[config.mk]
export PLATFORM = sky130hd
export DESIGN_NAME = controlador_memoria_principal
export DESIGN_NICKNAME = d
export VERILOG_FILES = /design/src/rtl/controlador_memoria_principal.sv
export SDC_FILE = /design/constraint.sdc
export NUM_CORES = 1
export LEC_CHECK = 0
export CAP_MARGIN = 30
export CORE_MARGIN = 1
export CORE_UTILIZATION = 60
export DETAILED_ROUTE_END_ITERATION = 16
export HOLD_SLACK_MARGIN = 0.05
export PLACE_DENSITY = 0.89
export SLEW_MARGIN = 15
export SYNTH_ARGS = -nofsm -noshare
export SYNTH_HDL_FRONTEND = slang
export SYNTH_SLANG_ARGS = --single-unit
export TNS_END_PERCENT = 20
[constraint.sdc]
create_clock -name clock -period 3.4 [get_ports clock]
set_clock_uncertainty 0.15 [all_clocks]
set_input_delay 0.68 -clock clock [delete_from_list [all_inputs] [get_ports clock]]
set_output_delay 0.68 -clock clock [all_outputs]
set_load 0.01 [all_outputs]
[src/rtl/controlador_memoria_principal.sv]
// Main-memory controller behind the 2-way cache. It serializes a write-back before a line fill, with a fixed access latency.
// Optional build macro CONTROLADOR_MEM_ESTATISTICAS_EN adds saturating read/write completion counters.
module controlador_memoria_principal #(
    parameter int ADDR_W   = 5,
    parameter int DATA_W   = 8,
    parameter int LATENCIA = 3
) (
    input  logic              clock,
    input  logic              reset,
    input  logic              solicitacao_de_leitura,
    input  logic              solicitacao_de_escrita,
    input  logic [ADDR_W-1:0] endereco_leitura,
    input  logic [ADDR_W-1:0] endereco_escrita,
    input  logic [DATA_W-1:0] bloco_a_ser_escrito,
    output logic [DATA_W-1:0] bloco_lido,
    output logic              ocupado,
    output logic              pronto,
    output logic              escrita_concluida
`ifdef CONTROLADOR_MEM_ESTATISTICAS_EN
    ,
    output logic [7:0]        contador_leituras,
    output logic [7:0]        contador_escritas
`endif
);

    localparam int         PROF    = 2**ADDR_W;
    localparam logic [3:0] CNT_INI = 4'(LATENCIA - 1);

    typedef logic [DATA_W-1:0] mem_t [PROF];
    typedef enum logic [1:0] {OCIOSO, ESCREVE, LE} estado_t;

    function automatic mem_t conteudo_inicial();
        mem_t m;
        for (int i = 0; i < PROF; i++) m[i] = DATA_W'(i);
        return m;
    endfunction

    // Power-up image mem[i] = i; reset never touches the array.
    mem_t mem = conteudo_inicial();

    estado_t           estado, estado_prox;
    logic [3:0]        cnt, cnt_prox;
    logic              leitura_pendente;
    logic [ADDR_W-1:0] addr_r, addr_w;
    logic [DATA_W-1:0] data_w;
    logic              grava, le_fim, aceita;

    assign ocupado = (estado != OCIOSO);
    assign aceita  = (estado == OCIOSO) && (solicitacao_de_leitura || solicitacao_de_escrita);

    always_ff @(posedge clock or posedge reset) begin
        if (reset) begin
            estado <= OCIOSO;
            cnt    <= '0;
        end else begin
            estado <= estado_prox;
            cnt    <= cnt_prox;
        end
    end

    always_comb begin
        estado_prox = estado;
        cnt_prox    = cnt;
        grava       = 1'b0;
        le_fim      = 1'b0;
        case (estado)
            OCIOSO: begin
                if (solicitacao_de_escrita) begin
                    estado_prox = ESCREVE;
                    cnt_prox    = CNT_INI;
                end else if (solicitacao_de_leitura) begin
                    estado_prox = LE;
                    cnt_prox    = CNT_INI;
                end
            end
            ESCREVE: begin
                if (cnt != 4'd0) begin
                    cnt_prox = cnt - 4'd1;
                end else begin
                    grava = 1'b1;
                    // A fill raised together with the write-back runs only after the commit.
                    if (leitura_pendente) begin
                        estado_prox = LE;
                        cnt_prox    = CNT_INI;
                    end else begin
                        estado_prox = OCIOSO;
                    end
                end
            end
            LE: begin
                if (cnt != 4'd0) begin
                    cnt_prox = cnt - 4'd1;
                end else begin
                    le_fim      = 1'b1;
                    estado_prox = OCIOSO;
                end
            end
            default: estado_prox = OCIOSO;
        endcase
    end

    always_ff @(posedge clock or posedge reset) begin
        if (reset) begin
            leitura_pendente  <= 1'b0;
            addr_r            <= '0;
            addr_w            <= '0;
            data_w            <= '0;
            bloco_lido        <= '0;
            pronto            <= 1'b0;
            escrita_concluida <= 1'b0;
        end else begin
            pronto            <= le_fim;
            escrita_concluida <= grava;
            if (aceita) begin
                leitura_pendente <= solicitacao_de_escrita && solicitacao_de_leitura;
                addr_r           <= endereco_leitura;
                addr_w           <= endereco_escrita;
                data_w           <= bloco_a_ser_escrito;
            end
            if (le_fim) bloco_lido <= mem[addr_r];
        end
    end

    // grava is forced low while reset holds the FSM in OCIOSO, so an aborted write never lands.
    always_ff @(posedge clock) begin
        if (grava) mem[addr_w] <= data_w;
    end

`ifdef CONTROLADOR_MEM_ESTATISTICAS_EN
    always_ff @(posedge clock or posedge reset) begin
        if (reset) begin
            contador_leituras <= '0;
            contador_escritas <= '0;
        end else begin
            if (pronto && contador_leituras != 8'hFF) contador_leituras <= contador_leituras + 8'd1;
            if (escrita_concluida && contador_escritas != 8'hFF) contador_escritas <= contador_escritas + 8'd1;
        end
    end
`endif

endmodule

# Yosys cells after proc, flatten, opt, wreduce, memory -nomap -nowiden
# Memories as Yosys holds them, arrays and structs flattened. A register that Yosys moved wholly into a read port is not among the register bits.
# Index checks and enable logic that the tools add are counted.
[totals]
reg_bits = 27
ramBits = 256
input_bits = 22
output_inout_bits = 11
word_cells = 43
mem_count = 1
[op_classes]
add_sub_neg = 1
n_eq_ne = 7
mux = 17
reduce_logical = 9
[memory_table]
columns = ["name", "words", "word_bits", "read_ports", "rd_clocked_by_memory_dff", "write_ports", "line_no", "text"]
rows = [
  ["mem", 32, 8, 1, 1, 1, "39", "mem_t mem = conteudo_inicial();"],
]
[op_table]
columns = ["cell", "n"]
rows = [
  ["4-bit 2-to-1 mux", 5],
  ["4-bit case mux with 3 select lines", 1],
  ["2-bit 2-to-1 mux", 5],
  ["2-bit inequality test, second input constant", 3],
  ["3-bit inequality test, second input constant", 2],
  ["2-bit case mux with 3 select lines", 1],
  ["1-bit 2-to-1 mux", 5],
  ["4-bit AND reduction", 1],
  ["4-bit nonzero test", 1],
  ["4-bit by 1-bit subtractor with 4-bit output, second input constant", 1],
  ["3-bit AND reduction", 1],
  ["3-bit nonzero test", 1],
  ["2-bit by 1-bit == test with 1-bit output, second input constant", 1],
  ["2-bit == test, second input constant", 1],
  ["1-bit logical AND", 2],
  ["2-bit zero test", 1],
  ["2-bit nonzero test", 1],
  ["1-bit logical OR", 1],
]

# Depth between registers and ports, before layout
# Gate-level depths: netlist of the first run.
[depth]
depth_word = 5
depth_mapped = 8
depth_no_buf = 7

# Worst setup path after synthesis of the first run
# Ideal clock, no wire load.
[synth_timing]
kind = "register -> register"
from = "reg cnt[0]"
to = "mem mem[0][0] (netlist name), enable pin"
arrival_ns = 1.889
path_slack_ns = 0.990
stages_incl_launch_ff = 8
n_path_buf = 1
synth_period_minus_slack_ns = 2.410
cell_sequence = "dfrtp_1 inv_1 ha_1 nor3b_1 nand2_1 or3_1 clkbuf_1 nor2_1"
[synth_via]
elab_chain_cells = 5
[synth_rtl]
columns = ["element", "line_no", "text"]
rows = [
  ["start, declared", "42", "logic [3:0] cnt, cnt_prox;"],
  ["start signal, assigned", "57", "cnt <= cnt_prox;"],
  ["4-bit nonzero test", "77", "if (cnt != 4'd0) begin"],
  ["1-bit 2-to-1 mux", "77", ""],
  ["1-bit 2-to-1 mux", "66", "case (estado)"],
  ["1-bit 2-to-1 mux", "126", "if (grava) mem[addr_w] <= data_w;"],
  ["1-bit 2-to-1 mux (implied by the code)", "126", ""],
  ["end, declared", "39", ""],
]
# Every way passes these cells.

# Final worst setup path of the first run
[layout_timing]
from = "reg cnt[0]"
to = "mem mem[11][3] (netlist name), enable pin"
[layout_via]
elab_chain_cells = 5
[layout_rtl]
columns = ["element", "line_no", "text"]
rows = [
  ["4-bit nonzero test", "77", ""],
  ["1-bit 2-to-1 mux", "77", ""],
  ["1-bit 2-to-1 mux", "66", ""],
  ["net grava", "46", "logic grava, le_fim, aceita;"],
  ["1-bit 2-to-1 mux", "126", ""],
  ["1-bit 2-to-1 mux (implied by the code)", "126", ""],
]
# The timed path passes the listed nets, and every way through them passes these cells.

==> results of run 1 <==
cell type report:
cell class | instances | area share
Sequential cell | 291 | 0.6497
Clock buffer | 33 | 0.05371
Timing Repair Buffer | 54 | 0.03833
Multi-Input combinational cell | 344 | 0.2178
Clock inverter | 16 | 0.01357
Tap cell | 260 | 0.02467
Inverter | 8 | 0.002277
cell usage after synthesis, drive strengths merged, types with 2 or more instances:
master     n
mux2      18
o22ai      8
nand2     18
mux2i    128
nor3       2
a22oi     33
a21oi     17
nor2b      2
edfxtp   256
o21bai     2
or3b       3
or3        2
a221oi    16
or2        2
a22o      16
nand3      3
nor2      38
nand3b     3
dfrtp     35
inv        8
o41ai      8
nand2b     5
clkbuf    11
buf       23
o21ai      5
o2bb2ai    2
nor3b      2
ha         6
registers in the layout, indices dropped and copies added (netlist names):
signal / count
data_w: 8
pronto: 1
addr_r: 5
leitura_pendente: 1
mem: 256
cnt: 4
estado: 2
escrita_concluida: 1
bloco_lido: 8
addr_w: 5
kinds of logic after synthesis:
family	Yosys count	synth area share
compound gates	111	0.07933
fa+ha+maj	6	0.006415
buf+inv	42	0.02352
flops	291	0.7317
mux	146	0.1268
simple gates	81	0.03218
tightest hold or removal path, cell delays in order (launching register included):
cell and delay (ns):
dfrtp_1 0.35, nand2_1 0.07, o41ai_2 0.06
layer usage:
metal | part of all wire | wire, µm | vias up | global-route usage
met3 | 0.099 | 2521 | 74 | 0.04894
met4 | 0.034 | 873 | 0 | 0.1121
met1 | 0.38 | 9765 | 3148 | 0.3558
met5 | 0 | 0 | - | 0
li1 | - | - | 2776 | -
met2 | 0.48 | 12350 | 440 | 0.4343
metrics by stage:
stage / std cells / hold WS [ns] / setup WS (ns) / power [mW] / util
2_1_floorplan: 677 / 0.3191 / 0.9905 / 7.433 / -
3_3_place_gp: 956 / 0.3393 / 0.6445 / 8.438 / 0.6502
3_5_place_dp: 957 / 0.3449 / 0.3974 / 8.651 / 0.6510
4_1_cts: 1006 / 0.3557 / 0.2984 / 11.64 / 0.6979
5_1_grt: 1006 / 0.3747 / 0.08861 / 12.05 / 0.6979
6_report: 1006 / 0.3574 / 0.2761 / 11.70 / 0.6979
power breakdown:
part           internal (mW)  leakage [nW]  switching [mW]
Clock                   1.72         0.417            1.30
Sequential              4.60          2.72           0.363
Combinational           1.44          1.53            2.27
worst max-delay path by stage:
stage / endpoint / slack, ns / cells past startpoint
detailed placement: mem[15][2] / 0.40 / 7
finish: mem[11][3] / 0.28 / 7
CTS: mem[11][2] / 0.30 / 7
global route: mem[15][2] / 0.09 / 7
global placement: mem[15][0] / 0.64 / 7
floorplan: mem[0][0] / 0.99 / 7
==> run metrics, run 1 <==
Tightest Pin Transition=0.7674 ns; Worst setup startpoint=cnt[0]; CTS clk-pin slew, worst paths=0.07 ns; Vias=6438; Final setup viols=0; area of the core=18890 µm²; static leakage=4.673 nW; hold violation count in the final report=0; cell accounting for the most synthesized area=edfxtp_1; leading cell type in the layout, fill and taps excluded=edfxtp_1; shortest period the worst path allows=3.124 ns; Sink Count=291; die width=141.7 µm; share of Yosys cell area claimed by the top area cell type=0.6569; cts-stage hold buffer count=0; Hold Path Stages=2; outcome=completed; cell row count=50; worst r2r dst=mem[11][3]; vertical die dimension=141.7 µm; path depth of the worst reg2reg path=7; number of setup buffers added after CTS=0; RSZ-0062 raised after global routing=false; dpl hpwl=15680 µm; fin area=13190 µm²; Achievable Freq=320.1 MHz; startpoint of the worst-slack reg-to-reg timing path=cnt[0]; EDFF count, synth=256; Antenna diodes=0; most used cells in the layout excluding fill and tap cells=edfxtp_1 (256), mux2i_1 (128), nor2_1 (37); clock tree root driver cell=clkbuf_16; Tcrit/Tclk final=0.9188; net total in the final layout=754; mean cell area of the mapped netlist=17.29 µm²; Critical Path End Type=flop; count of warnings emitted by yosys=0; CTS tree=yes; cells along the critical path=inv_1, ha_1, nor3b_1, nand2_1, inv_1, nand3_1, nor2_1; area grow syn2layout=12.68%; cell class contributing the biggest share of worst-path delay=simple AND/OR/NAND/NOR gates; post-cts gate resize count=0; Worst Setup Start Kind=flop; maxcap violations=0; maximum buffer depth of the clock tree=3; Endpoint, Worst Hold=bloco_lido[2]; wire length of the first global-routing pass=39010 µm; Routed WL per cell=25.36 µm; hold path start=bloco_lido[2]; total negative setup slack=0 ns; drt initial violations=742; path type of the worst min-delay path=reg2reg; VDD IR max=0.7679 mV; total congestion overflow=0; Area after DPL=12300 µm²; netlist area before placement=11700 µm²; weighted congestion at the end of routability-driven global placement=0.8784; number of antenna violations at the first check in global routing=0; critical path data required time=3.42 ns; library cell appearing most often on the critical path=inv_1; number of CTS-inserted buffers=27; most used flip-flop cell after synthesis=edfxtp_1; H-tree levels=1; Slew Limit Headroom=0.4861; area occupied by multi-input gates=2872 µm²; number of cells produced by synthesis=677; share of synthesized registers carrying an async set or reset=0.1203; DRT antenna net count=0; power density normalized to cell area=887.0 nW/µm²; critical path peak fanout=8; number of placed I/O pins=33; GRT Overall Usage=0.2660; Crit Path Category=reg2reg; Seq/Total Area, Yosys=0.7317; arrival time of data at the critical path endpoint=3.14 ns; drt total wl=25510 µm; Area contributors post-synth=edfxtp_1 (66%), mux2i_1 (11%), dfrtp_1 (7.5%); Distinct cells, synth=41; layout cells sized above 1=0.1421; number of fill cells=1131; vias in the first global route=6665; longest individual stage delay on the worst path=0.72 ns; worst path bufs/invs=2; nets in the synthesized netlist=705; PortBufs=32; cell type of the slowest stage on the worst timing path=nor2_1; max-slew violation count=0; maximum number of pins on one net before global-route repair=40; flip-flop and latch area=8567 µm²; post-route DRC violation count=0; number of register bits inferred by synthesis=291; insertion delay of the later-clocked pin in the worst-skew pair=0.54 ns; area of the die=20070 µm²; worst reg-to-reg setup slack=0.28 ns; via-per-instance ratio=6.400; Starting Density=0.6194; router iterations before antenna repair=5
Power figures use the tool's default switching activity.
==> run 2: changes to the inputs <==
==> constraint.sdc (replaced) <==
create_clock -name clock -period 3.85 [get_ports clock]
set_clock_uncertainty 0.15 [all_clocks]
set_input_delay 0.77 -clock clock [delete_from_list [all_inputs] [get_ports clock]]
set_output_delay 0.77 -clock clock [all_outputs]
set_load 0.01 [all_outputs]
==> run metrics, run 2 (synthesized netlist as in run 1, its figures left out) <==
outcome=completed (unchanged); maxcap violations=0 (unchanged); dpl hpwl=15640 µm (was 15680 µm); maximum number of pins on one net before global-route repair=45 (was 40); VDD IR max=0.7991 mV (was 0.7679 mV); vertical die dimension=141.7 µm (unchanged); die width=141.7 µm (unchanged); Starting Density=0.6194 (unchanged); power density normalized to cell area=782.0 nW/µm² (was 887.0 nW/µm²); Antenna diodes=0 (unchanged); critical path data required time=3.87 ns (was 3.42 ns); GRT Overall Usage=0.2628 (was 0.2660); RSZ-0062 raised after global routing=false (unchanged); Tcrit/Tclk final=0.7814 (was 0.9188); post-route DRC violation count=0 (unchanged); cells along the critical path=inv_1, ha_1, nor3b_1, nand2_1, inv_1, nand3_1, nor2_1 (unchanged); total negative setup slack=0 ns (unchanged); insertion delay of the later-clocked pin in the worst-skew pair=0.54 ns (about the same); Tightest Pin Transition=1.011 ns (was 0.7674 ns); cts-stage hold buffer count=0 (unchanged); area occupied by multi-input gates=2872 µm² (unchanged); Achievable Freq=332.4 MHz (was 320.1 MHz); Final setup viols=0 (unchanged); longest individual stage delay on the worst path=0.72 ns (about the same); number of fill cells=1143 (was 1131); path type of the worst min-delay path=reg2reg (unchanged); flip-flop and latch area=8567 µm² (unchanged); static leakage=4.709 nW (was 4.673 nW); worst path bufs/invs=2 (unchanged); number of setup buffers added after CTS=0 (unchanged); shortest period the worst path allows=3.009 ns (was 3.124 ns); sequential cell fraction of total power=0.429 (was 0.424); PortBufs=32 (unchanged); cell type of the slowest stage on the worst timing path=nor2_1 (unchanged); router iterations before antenna repair=7 (was 5); net total in the final layout=755 (was 754); number of CTS-inserted buffers=28 (was 27); drt initial violations=743 (was 742); Top reg by flops=mem (unchanged); share of total power consumed by net switching=0.3351 (was 0.3365); cell class contributing the biggest share of worst-path delay=simple AND/OR/NAND/NOR gates (unchanged); via-per-instance ratio=6.405 (was 6.400); weighted congestion at the end of routability-driven global placement=0.8962 (was 0.8784); H-tree levels=1 (unchanged); Worst Setup Start Kind=flop (unchanged); largest registers=mem (256), bloco_lido (8), data_w (8) (unchanged); post-cts gate resize count=0 (unchanged); most used cells in the layout excluding fill and tap cells=edfxtp_1 (256), mux2i_1 (128), nor2_1 (37) (unchanged); library cell appearing most often on the critical path=inv_1 (unchanged); drt total wl=25440 µm (was 25510 µm); leading cell type in the layout, fill and taps excluded=edfxtp_1 (unchanged); final cell count without fillers=1009 (was 1006); critical path peak fanout=8 (unchanged); max-slew violation count=0 (unchanged); combinational power share=0.315 (was 0.317); net load switching power=3.463 mW (was 3.936 mW); Crit Path Category=reg2reg (unchanged); CTS tree=yes (unchanged); maximum buffer depth of the clock tree=3 (unchanged); clock tree root driver cell=clkbuf_16 (unchanged); total congestion overflow=0 (unchanged); hold violation count in the final report=0 (unchanged); wire length of the first global-routing pass=38580 µm (was 39010 µm); layout cells sized above 1=0.1415 (was 0.1421); Routed WL per cell=25.21 µm (was 25.36 µm); area of the die=20070 µm² (unchanged); cell row count=50 (unchanged); area grow syn2layout=12.95% (was 12.68%); Design Power=10.34 mW (was 11.70 mW); internal power summed over all cells=6.872 mW (was 7.761 mW); arrival time of data at the critical path endpoint=3.03 ns (was 3.14 ns); vias in the first global route=6687 (was 6665); DRT antenna net count=0 (unchanged); Sink Count=291 (unchanged); relative contribution of the clock network to total power=0.256 (was 0.259); CTS clk-pin slew, worst paths=0.06 ns (was 0.07 ns); number of flip-flops in the largest register=256 (unchanged); number of antenna violations at the first check in global routing=0 (unchanged); area of the core=18890 µm² (unchanged); Slew Limit Headroom=0.3253 (was 0.4861); Critical Path End Type=flop (unchanged); number of placed I/O pins=33 (unchanged); Vias=6463 (was 6438); Placed Cells=955 (was 957)
==> run 2: cell type report <==
class | count | area share
Clock buffer | 38 | 0.05983
Clock inverter | 14 | 0.008141
Inverter | 8 | 0.002272
Multi-Input combinational cell | 344 | 0.2172
Sequential cell | 291 | 0.6481
Tap cell | 260 | 0.02461
Timing Repair Buffer | 54 | 0.03976
==> run 2: worst reg2reg max path: cells and delay by family (launching register included) <==
kind | cells | cell delay (ns)
adder cells (fa/ha/maj) | 1 | 0.15
buffers and inverters | 2 | 0.22
flip-flops | 1 | 0.41
AND/OR/NAND/NOR | 4 | 1.70
==> run 2: worst paths after layout <==
check / startpoint / end / cells past startpoint / slack (ns)
max: cnt[0] / mem[15][7] / 7 / 0.84
min: data_w[4] / data_w[4] / 1 / 0.36
max reg2reg: cnt[0] / mem[15][7] / 7 / 0.84
min reg2reg: data_w[4] / data_w[4] / 1 / 0.36
max in group asynchronous: reset / addr_r[0] / 3 / 2.66
min in group asynchronous: reset / bloco_lido[1] / 3 / 0.51
==> run 2: metal layers <==
metal  wire length, µm  GRT usage  up-vias
li1                  -          -     2783
met1              9677     0.3436     3188
met2             12310     0.4257      395
met3              2229    0.04961       97
met4              1219     0.1341        0
met5                 0          0        -
==> run 2: power groups by stage <==
stage          clock network [mW]  registers (mW)  logic [mW]
3_3_place_gp                    0            4.50        2.94
6_report                     2.64            4.43        3.26
4_1_cts                      2.67            4.43        3.18
2_1_floorplan                   0            4.46        2.11
5_1_grt                      2.79            4.46        3.42
3_5_place_dp                    0            4.49        3.15
==> run 2: through the flow <==
stage | hold WS (ns) | area, µm² | setup WS, ns | util
final | 0.3595 | 13220 | 0.8415 | 0.6996
after global routing | 0.3884 | 13220 | 0.5259 | 0.6996
after CTS | 0.3635 | 13200 | 0.9242 | 0.6984
after detailed placement | 0.3497 | 12300 | 0.9487 | 0.6509
after global placement | 0.3432 | 12270 | 1.050 | 0.6494
after floorplan | 0.3191 | 11700 | 1.440 | -
==> run 3: changes to the inputs <==
--- a/config.mk
+++ b/config.mk
@@ -7,10 +7,10 @@
 export LEC_CHECK = 0
 export CAP_MARGIN = 30
 export CORE_MARGIN = 1
-export CORE_UTILIZATION = 60
+export CORE_UTILIZATION = 55
 export DETAILED_ROUTE_END_ITERATION = 16
 export HOLD_SLACK_MARGIN = 0.05
-export PLACE_DENSITY = 0.89
+export PLACE_DENSITY = 0.86
 export SLEW_MARGIN = 15
 export SYNTH_ARGS = -nofsm -noshare
 export SYNTH_HDL_FRONTEND = slang
==> constraint.sdc (replaced) <==
create_clock -name clock -period 2.5 [get_ports clock]
set_clock_uncertainty 0.15 [all_clocks]
set_input_delay 0.5 -clock clock [delete_from_list [all_inputs] [get_ports clock]]
set_output_delay 0.5 -clock clock [all_outputs]
set_load 0.01 [all_outputs]
==> run metrics, run 3 (synthesized netlist as in run 1, its figures left out) <==
drt total wl=25710 µm (was 25440 µm); drt initial violations=712 (was 743); net total in the final layout=794 (was 755); vias in the first global route=6735 (was 6687); worst reg-to-reg setup slack=0.18 ns (was 0.84 ns); critical path peak fanout=5 (was 8); Sink Count=291 (unchanged); maximum buffer depth of the clock tree=3 (unchanged); maxcap violations=0 (unchanged); startpoint of the worst-slack reg-to-reg timing path=addr_r[0] (was cnt[0]); total congestion overflow=0 (unchanged); area of the die=21860 µm² (was 20070 µm²); number of antenna violations at the first check in global routing=0 (unchanged); clock tree root driver cell=clkbuf_16 (unchanged); Starting Density=0.5692 (was 0.6194); cts-stage hold buffer count=0 (unchanged); wire length of the first global-routing pass=39600 µm (was 38580 µm); area grow syn2layout=16.19% (was 12.95%); max-slew violation count=0 (unchanged); Achievable Freq=431.0 MHz; layout cells sized above 1=0.1906 (was 0.1415); H-tree levels=1 (unchanged); GRT Overall Usage=0.2434 (was 0.2628); die width=147.9 µm (was 141.7 µm); arrival time of data at the critical path endpoint=1.67 ns (was 3.03 ns); Slew Limit Headroom=0.6803 (was 0.3253); outcome=completed (unchanged); critical path data required time=1.85 ns (was 3.87 ns); insertion delay of the later-clocked pin in the worst-skew pair=0.54 ns (about the same); PortBufs=32 (unchanged); met3 usage=0.03704 (was 0.04961); Antenna diodes=0 (unchanged); path depth of the worst reg2reg path=7 (unchanged); CTS clk-pin slew, worst paths=0.06 ns (about the same); Worst Setup Start Kind=flop (unchanged); power density normalized to cell area=1194 nW/µm² (was 782.0 nW/µm²); Top reg by flops=mem (unchanged); hold violation count in the final report=0 (unchanged); fin area=13600 µm² (was 13220 µm²); Routed WL per cell=24.32 µm (was 25.21 µm); Crit Path Category=reg2out (was reg2reg); router iterations before antenna repair=7 (unchanged); maximum number of pins on one net before global-route repair=56 (was 45); number of setup buffers added after CTS=0 (unchanged); post-route DRC violation count=0 (unchanged); area of the core=20560 µm² (was 18890 µm²); Vias=6602 (was 6463); RSZ-0062 raised after global routing=false (unchanged); GRT met1 Usage=0.3417 (was 0.3436); dpl hpwl=15780 µm (was 15640 µm); total negative setup slack=0 ns (unchanged); via-per-instance ratio=6.246 (was 6.405); GR peak layer=met2 (unchanged); Global Route met2 Usage=0.3892 (was 0.4257); cell row count=52 (was 50); DRT antenna net count=0 (unchanged); VDD IR max=1.047 mV (was 0.7991 mV); Tcrit/Tclk final=0.9281; vertical die dimension=147.9 µm (was 141.7 µm); leading cell type in the layout, fill and taps excluded=edfxtp_1 (unchanged); number of CTS-inserted buffers=27 (was 28); CTS tree=yes (unchanged); shortest period the worst path allows=2.320 ns; largest registers=mem (256), bloco_lido (8), data_w (8) (unchanged); path type of the worst min-delay path=in2async (was reg2reg); number of placed I/O pins=33 (unchanged); weighted congestion at the end of routability-driven global placement=0.8520 (was 0.8962); most used cells in the layout excluding fill and tap cells=edfxtp_1 (256), mux2i_1 (128), buf_4 (56) (was edfxtp_1 (256), mux2i_1 (128), nor2_1 (37)); Critical Path End Type=output pin (was flop); Final setup viols=0 (unchanged); static leakage=4.943 nW (was 4.709 nW); Area after DPL=12670 µm² (was 12300 µm²); number of flip-flops in the largest register=256 (unchanged); Tightest Pin Transition=0.4795 ns (was 1.011 ns); worst r2r dst=bloco_lido[0] (was mem[15][7])
-- run 3: what timing repair did --
item	4_1_cts	5_1_grt
resized for setup	1	4
endpoints found under the setup margin	1	256
pin swaps	0	0
-- run 3: cell type report --
cell class / count / area [µm²]
Clock buffer: 29 / 683.2
Fill cell: 1319 / 6963
Sequential cell: 291 / 8567
Clock inverter: 21 / 235.2
Tap cell: 270 / 337.8
Timing Repair Buffer: 94 / 859.6
Multi-Input combinational cell: 344 / 2884
Inverter: 8 / 30.03
-- run 3: worst max-delay path, cell delays in order (launching register included) --
cell and delay, ns:
dfrtp_1 0.41, inv_1 0.11, ha_1 0.23, inv_1 0.09, dlygate4sd2_1 0.29
-- run 3: how the worst max path moves through the flow --
| stage | startpoint | end | slack [ns] | depth (start not counted) |
|---|---|---|---|---|
| after floorplan | cnt[0] | mem[0][0] | 0.09 | 7 |
| after global placement | cnt[0] | mem[25][2] | 0.14 | 8 |
| after detailed placement | cnt[0] | mem[21][5] | 0.05 | 8 |
| after CTS | cnt[0] | mem[22][6] | 0.03 | 8 |
| after global routing | cnt[0] | mem[24][4] | 0.02 | 8 |
| final | estado[0] | ocupado | 0.18 | 4 |
-- run 3: where the power goes --
group / internal (mW) / switching, mW / leakage [nW]
sequential: 6.26 / 0.356 / 2.72
combinational: 2.11 / 3.27 / 1.77
clock: 2.50 / 1.74 / 0.450
total: 10.9 / 5.37 / 4.94
-- run 3: routing by layer --
metal	routed length (µm)	share of wire
met4	792	0.031
met3	2209	0.086
met1	10350	0.40
met5	0	0
met2	12360	0.48
-- run 3: through the flow --
| step | utilization | hold WS [ns] | power [mW] | instances | setup slack, ns |
|---|---|---|---|---|---|
| floorplan | - | 0.3191 | 10.11 | 677 | 0.09049 |
| global placement | 0.6161 | 0.3289 | 11.73 | 1007 | 0.1397 |
| detailed placement | 0.6161 | 0.3238 | 11.98 | 1007 | 0.04926 |
| CTS | 0.6607 | 0.1815 | 16.20 | 1057 | 0.03379 |
| global route | 0.6613 | 0.1893 | 16.78 | 1057 | 0.02325 |
| finish | 0.6613 | 0.1797 | 16.24 | 1057 | 0.1798 |
